<file path="config.mk">
export PLATFORM = sky130hd
export DESIGN_NAME = muldiv_unit
export DESIGN_NICKNAME = d
export VERILOG_FILES = /design/src/rtl/muldiv_unit.sv
export SDC_FILE = /design/constraint.sdc
export NUM_CORES = 2
export LEC_CHECK = 0
export ABC_AREA = 1
export CAP_MARGIN = 15
export CORE_ASPECT_RATIO = 0.75
export CORE_MARGIN = 10
export CORE_UTILIZATION = 49
export CTS_BUF_LIST = sky130_fd_sc_hd__clkbuf_4 sky130_fd_sc_hd__clkbuf_8
export DETAILED_ROUTE_END_ITERATION = 7
export PLACE_DENSITY = 0.69
export SYNTH_ARGS = -nofsm -noshare
export SYNTH_HDL_FRONTEND = slang
export SYNTH_SLANG_ARGS = --single-unit
</file>
<file path="constraint.sdc">
create_clock -name clk -period 5 [get_ports clk]
set_input_delay 1.25 -clock clk [delete_from_list [all_inputs] [get_ports clk]]
set_output_delay 1.25 -clock clk [all_outputs]
set_load 0.005 [all_outputs]
</file>
<file path="src/rtl/muldiv_unit.sv">
// muldiv_unit: multi-cycle unsigned-magnitude multiply/divide engine for the
// Execute stage. Signed ops have their operand signs stripped on accept. The
// HI/LO write-back logic applies sign fix-up and accumulation downstream.
//
// Ports:
//   clk     in   rising-edge clock
//   reset   in   synchronous active-high reset
//   flush   in   abort the in-flight op
//   start   in   request, sampled only while idle
//   op      in   op_t operation select
//   a, b    in   32-bit rs / rt operands
//   busy    out  engine occupied (state != IDLE)
//   done    out  single-cycle result-valid pulse
//   mult_c  out  64-bit product of magnitudes
//   div_c   out  {remainder, quotient} of magnitudes

package muldiv_pkg;
  typedef enum logic [3:0] {
    OP_MULT  = 4'd0,
    OP_MULTU = 4'd1,
    OP_MADD  = 4'd2,
    OP_MADDU = 4'd3,
    OP_MSUB  = 4'd4,
    OP_MSUBU = 4'd5,
    OP_DIV   = 4'd6,
    OP_DIVU  = 4'd7
  } op_t;
endpackage

module muldiv_unit
  import muldiv_pkg::*;
(
  input  logic        clk,
  input  logic        reset,
  input  logic        flush,
  input  logic        start,
  input  op_t         op,
  input  logic [31:0] a,
  input  logic [31:0] b,
  output logic        busy,
  output logic        done,
  output logic [63:0] mult_c,
  output logic [63:0] div_c
);

  localparam int unsigned CntW  = 6;
  localparam int unsigned DivIt = 32;

  typedef enum logic [2:0] {
    S_IDLE, S_MUL_PP, S_MUL_SUM, S_DIV_ITER, S_DONE
  } state_t;

  state_t          r_state;
  logic [31:0]     r_a, r_b;
  logic [31:0]     r_ll, r_lh, r_hl, r_hh;
  logic [31:0]     r_rem, r_quot;
  logic [CntW-1:0] r_count;
  logic [63:0]     r_mult, r_div;

  logic        w_legal, w_signed, w_is_div;
  logic [31:0] w_abs_a, w_abs_b;
  logic [32:0] w_rem_sh, w_diff;
  logic        w_rem_ge;
  logic [32:0] w_mid;
  logic [63:0] w_prod;

  // Op decode and operand magnitudes; -0x8000_0000 wraps back to itself.
  assign w_legal  = op inside {OP_MULT, OP_MULTU, OP_MADD, OP_MADDU,
                               OP_MSUB, OP_MSUBU, OP_DIV, OP_DIVU};
  assign w_signed = op inside {OP_MULT, OP_MADD, OP_MSUB, OP_DIV};
  assign w_is_div = op inside {OP_DIV, OP_DIVU};
  assign w_abs_a  = (w_signed && a[31]) ? (~a + 32'd1) : a;
  assign w_abs_b  = (w_signed && b[31]) ? (~b + 32'd1) : b;

  // One restoring-division step. The shifted remainder is at most 2*|b|-1,
  // so the difference never reaches bit 32 unless it went negative.
  assign w_rem_sh = {r_rem, r_quot[31]};
  assign w_diff   = w_rem_sh - {1'b0, r_b};
  assign w_rem_ge = ~w_diff[32];

  // Partial-product sum with the 33-bit middle term kept whole.
  assign w_mid  = 33'(r_lh) + 33'(r_hl);
  assign w_prod = {r_hh, 32'd0} + (64'(w_mid) << 16) + 64'(r_ll);

  // Control FSM and datapath registers.
  always_ff @(posedge clk) begin
    if (reset) begin
      r_state <= S_IDLE;
      r_a     <= '0;
      r_b     <= '0;
      r_ll    <= '0;
      r_lh    <= '0;
      r_hl    <= '0;
      r_hh    <= '0;
      r_rem   <= '0;
      r_quot  <= '0;
      r_count <= '0;
      r_mult  <= '0;
      r_div   <= '0;
    end else if (flush) begin
      r_state <= S_IDLE;
      r_count <= '0;
    end else begin
      case (r_state)
        S_IDLE: begin
          if (start && w_legal) begin
            r_a <= w_abs_a;
            r_b <= w_abs_b;
            if (w_is_div) begin
              r_rem   <= '0;
              r_quot  <= w_abs_a;
              r_count <= '0;
              r_state <= S_DIV_ITER;
            end else begin
              r_state <= S_MUL_PP;
            end
          end
        end
        S_MUL_PP: begin
          r_ll    <= 32'(r_a[15:0])  * 32'(r_b[15:0]);
          r_lh    <= 32'(r_a[15:0])  * 32'(r_b[31:16]);
          r_hl    <= 32'(r_a[31:16]) * 32'(r_b[15:0]);
          r_hh    <= 32'(r_a[31:16]) * 32'(r_b[31:16]);
          r_state <= S_MUL_SUM;
        end
        S_MUL_SUM: begin
          r_mult  <= w_prod;
          r_state <= S_DONE;
        end
        S_DIV_ITER: begin
          if (r_b == 32'd0) begin
            r_div   <= {r_a, 32'hFFFF_FFFF};
            r_state <= S_DONE;
          end else if (r_count == CntW'(DivIt)) begin
            // All 32 steps taken: dedicated write-back cycle.
            r_div   <= {r_rem, r_quot};
            r_count <= '0;
            r_state <= S_DONE;
          end else begin
            r_rem   <= w_rem_ge ? w_diff[31:0] : w_rem_sh[31:0];
            r_quot  <= {r_quot[30:0], w_rem_ge};
            r_count <= r_count + CntW'(1);
          end
        end
        S_DONE:  r_state <= S_IDLE;
        default: r_state <= S_IDLE;
      endcase
    end
  end

  assign busy   = (r_state != S_IDLE);
  assign done   = (r_state == S_DONE) && !flush;
  assign mult_c = r_mult;
  assign div_c  = r_div;

endmodule
</file>
Word level (Yosys, flattened, before mapping)
Index checks and enable logic that the tools add are counted.
W data, S select, Z words.
{ "classes": {"n_addsub": 7, "n_shift": 0, "mux": 25, "bitwise": 4, "n_div": 0, "eq_ne": 17, "n_mul": 4, "reduce_logical": 22, "n_lt_le_gt_ge": 0} }
{ "ops": {"columns": ["operator", "n"], "rows": [
  ["$mux W32", 11],
  ["$mul A16 B16 Y32", 4],
  ["$mux W64", 2],
  ["$pmux W32 S2", 2],
  ["$add A32 B1 Y32 const B", 2],
  ["$add A64 B32 Y64", 1],
  ["$add A64 B49 Y64", 1],
  ["$not A32 Y32", 2],
  ["$add A32 B32 Y33", 1],
  ["$sub A33 B32 Y33", 1],
  ["$logic_not A32 Y1", 1],
  ["$mux W6", 4],
  ["$eq A4 B3 Y1 const B", 4],
  ["$pmux W3 S4", 1],
  ["$pmux W6 S2", 1],
  ["$mux W3", 3],
  ["$eq A4 B2 Y1 const B", 2],
  ["$ne A2 B2 Y1 const B", 4],
  ["$reduce_bool A8 Y1", 1],
  ["$add A6 B1 Y6 const B", 1],
  ["$eq A3 B2 Y1 const B", 2],
  ["$eq A6 B6 Y1 const B", 1],
  ["$reduce_and A2 Y1", 3],
  ["$reduce_and A3 Y1", 2],
  ["other kinds (16)", 22]
]} }
{ "totals": {"in_bits": 72, "ram_bits": 0, "out_inout_bits": 130, "mem_count": 0, "latchBits": 0, "word_cells": 91, "rom_bits": 0, "reg_bits": 393} }

Depth between registers and ports, before layout
{ "logic_depth": {"depth_word": 7, "ltp_mapped": 28, "depth_no_buf": 26} }

Least setup slack after synthesis
No wires, ideal clock.
{ "synth_path": {"path_kind": "reg2reg", "from": "reg r_a[7]", "to": "reg r_ll[16]", "arrival_time_ns": 5.298, "required_time_ns": 4.885, "path_stages_with_launch": 23, "synth_period_minus_slack_ns": 5.414, "path_buffers": 2, "setup_time_ns": 0.115, "path_slack_ns": -0.414, "path_cell_list": "dfxtp_1 clkbuf_1 clkbuf_1 nand2_1 fa_1 inv_1 fa_1 inv_1 fa_1 inv_1 fa_1 fa_1 inv_1 fa_1 inv_1 ha_1 a21oi_1 a21boi_0 o21ai_0 o21bai_1 xor2_1 o21ai_0 inv_1"} }
{ "synth_via": {"elab_chain_len": 1} }
{ "synth_lines": {"columns": ["element", "line_no", "rtl"], "rows": [
  ["from (decl)", "54", "logic [31:0] r_a, r_b;"],
  ["from (signal assigned)", "107", "r_a <= w_abs_a;"],
  ["$mul A16 B16 Y32", "120", "r_ll <= 32'(r_a[15:0]) * 32'(r_b[15:0]);"],
  ["to (signal assigned)", "120", null],
  ["to (decl)", "55", "logic [31:0] r_ll, r_lh, r_hl, r_hh;"]
]} }
No other way between the ends.
A chain may end at the register's enable or synchronous reset.

Worst setup path in the final report
{ "layout_path": {"from": "reg r_b[21]", "to": "reg r_lh[25]"} }
{ "layout_via": {"elab_chain_len": 1} }
{ "layout_lines": {"columns": ["element", "line_no", "rtl"], "rows": [
  ["from (decl)", "54", null],
  ["from (signal assigned)", "108", "r_b <= w_abs_b;"],
  ["$mul A16 B16 Y32", "121", "r_lh <= 32'(r_a[15:0]) * 32'(r_b[31:16]);"],
  ["to (signal assigned)", "121", null],
  ["to (decl)", "55", null]
]} }
No other way between the ends.

==> results.toml <==
[grt]
grt_max_degree = 167
track_usage_pct = 34.5
grt_pass1_wl_mm = 363
grt_pass1_vias = 59858
busiest_layer = "met1"
met1_usage_pct = 49.6
met3_usage_pct = 11.8
antenna_found_initial = 16
use_met2_pct = 49.1
grt-ovfl-total = 0

[logic_synthesis]
synth_ff_type = "dfxtp_1"
syn-cell-area_um2 = 60400
synth_area_leaders = "fa_1 26%, nand2_1 14%, dfxtp_1 13%"
synth_largest_area_cell = "fa_1"
yosysTopAreaCellShare_pct = 25.8
synth-edff-count = 0
async_reset_ff_share_pct = 0
synthCells = 8876
avgSynthCellArea_um2 = 6.81
ys.warnings.count = 0
synthesis.nets = 10244
ys_types = 51
ys_ff_latch = 393
yosysSeqAreaShare_pct = 13.0

[route]
via_per_inst = 5.42
drt_iter0_drc = 6862
drc = 0
drt_wl_total_mm = 249
detail-route-antenna-nets = 0
wire_per_inst_um = 21.9
drt_first_pass_iters = 6
vias = 61483

[floorplan]
die_h_um = 324
start_util_pct = 49.4
die_width_um = 425
core_um2 = 122000
io_pins = 202
fp.dieArea_um2 = 138000
rows = 111

[final_layout]
stdcell_area_um2 = 77500
drive_gt1_share_pct = 18.9
nFillCells = 11001
final_core_utilization_pct = 63.3
syn_to_final_growth_pct = 28.3
final_nets = 11015

[hold_path]
hold_path_class = "reg -> reg"
hp-start = "r_ll[7]"

[setup_path]
critPathRequiredTime_ns = 5.69
critical_path_arrival_ns = 6.33
path_max_fanout = 5
startpoint = "r_b[21]"
worstReg2RegStart = "r_b[21]"
start_kind = "flop"
crit_type = "reg -> reg"
end_kind = "flop"

[pwr]
static-leakage-power_nw = 42.7
power_mw = 10.7
power.density_nw_per_um2 = 138
ir_drop_mv = 0.218

[timing]
drv_slew = 0
timing_hold_violations_final = 0
min_period_ns = 5.64
fin_worst_skew_ns = 0.0589
layout_setup_ws_ns = -0.642
maxSlewHeadroom_pct = 23.5
grt_setup_unrepaired = "true"
fmax_mhz = 177
worst_slew_pin_slew_ns = 1.14
timing.final.crit_share_pct = 113
setup_viol = 87

[clock_tree]
clkLatencyLatePin_ns = 0.84
cts-root-buf = "clkbuf_8"
cts_tree = "done"
cts.sinks = 393
cts_max_path_buffers = 3
htreeDepth = 3
cts_made_buffers = 78
clkSlewWorstSetupHoldPaths_ns = 0.07

[place]
portBuffers = 201
placement.cell_area_um2 = 69900
hpwl_mm = 195
gp_congestion = 1.01

[job]
cap_violations = 0

[run_status]
violations = "setup timing"
status = "complete, but fails checks"
-- cells by family (layout without fill, tap and decap cells) --
| family | after synthesis | after routing | synth area share, % |
|---|---|---|---|
| xor gates and xnor gates | 156 | 156 | 2.26 |
| other | 0 | 6 | 0 |
| AOI/OAI and AO/OA | 965 | 965 | 8.65 |
| buffers and inverters | 2503 | 3333 | 15.7 |
| and+or+nand+nor | 3563 | 3563 | 23.8 |
| adders and majority gates | 1296 | 1296 | 36.5 |
| DFF | 393 | 393 | 13.0 |
-- where the power goes --
part           switching (mW)  total (mW)  internal [mW]
sequential             0.0870        3.28           3.19
clock                    1.78        4.07           2.29
combinational            2.05        3.38           1.33
total                    3.92        10.7           6.81
-- what timing repair did --
action                                  CTS  global route
buffers inserted                         58           105
resized for setup                       545           567
pin swaps                               170           334
endpoints found under the setup margin   93            97
hold buffers                              0             0
cloned                                   10            15
-- cell type report --
type                       instances  area (um^2)  share of cell area (%)
clock inverter                    28          410                   0.530
sequential                       393         7990                    10.3
multi-input combinational       5980        46700                    60.3
inverter                        2102         7930                    10.2
antenna                            6         15.0                  0.0194
timing repair buffer            1092        11000                    14.2
clock buffer                     111         1430                    1.84
tap                             1638         2050                    2.64
-- path summary, 6_finish.rpt --
path                                  end  slack (ns)  depth (start not counted)
worst max-delay path             r_lh[25]       -0.64                         25
worst min-delay path            mult_c[7]        0.45                          2
worst max register to register   r_lh[25]       -0.64                         25
worst min register to register  mult_c[7]        0.45                          2
-- critical path: stages, from the launching register on --
cell and delay, ns:
dfxtp_4 0.40, buf_12 0.16, nand2_1 0.06, inv_1 0.06, fa_1 0.50, inv_1 0.05
fa_1 0.49, fa_2 0.55, inv_1 0.05, fa_1 0.49, fa_1 0.51, inv_1 0.05
fa_1 0.53, inv_2 0.06, ha_4 0.23, a21o_4 0.25, a21oi_4 0.21, buf_4 0.16
o21ai_4 0.07, nand3_1 0.07, nand3_1 0.08, nor2_1 0.09, o21ai_0 0.08, buf_4 0.22
nand2_1 0.06, inv_1 0.03
-- metal layers --
layer | routed length [um] | vias up
li1 | - | 28161
met1 | 109000 | 29703
met2 | 98400 | 3136
met3 | 33900 | 467
met4 | 7320 | 16
met5 | 261 | -
-- stage by stage --
step,std cells,setup slack (ns),hold WS [ns],TNS [ns]
after CTS,11228,-0.520,0.445,-31.66
after floorplan,8876,-0.0644,0.430,-0.245
after detailed placement,11022,-0.896,0.449,-45.04
after global placement,11022,-0.890,0.448,-43.27
final,11350,-0.642,0.448,-38.72
after global routing,11345,-0.786,0.475,-52.45
-- Yosys cell counts (12+ instances only) --
cell,number
a21oi_1,369
clkbuf_1,321
nand3b_1,17
xor2_1,109
xnor2_1,47
ha_1,517
nor4_1,14
nor3_1,95
fa_1,779
nand3_1,302
a21o_1,21
nand4_1,90
a22oi_1,12
buf_1,14
dfxtp_1,393
o21bai_1,25
nor2_1,811
buf_2,57
inv_1,2093
a211oi_1,12
a31oi_1,54
o211ai_1,22
nand2_1,2191
o21ai_0,417
-- cell usage in the layout, fill, tap and decap left out, types with 99 or more instances in the layout --
cell,netlist,routed
nor2_1,811,716
a21oi_1,369,300
nand2_1,2191,2029
nand2_2,9,99
inv_1,2093,1945
nand3_1,302,257
dfxtp_1,393,344
ha_1,517,445
fa_1,779,732
inv_2,8,142
clkdlybuf4s50_1,0,200
buf_12,0,112
o21ai_0,417,337
buf_4,6,655
No activity file was read; power rests on OpenSTA's default activity.
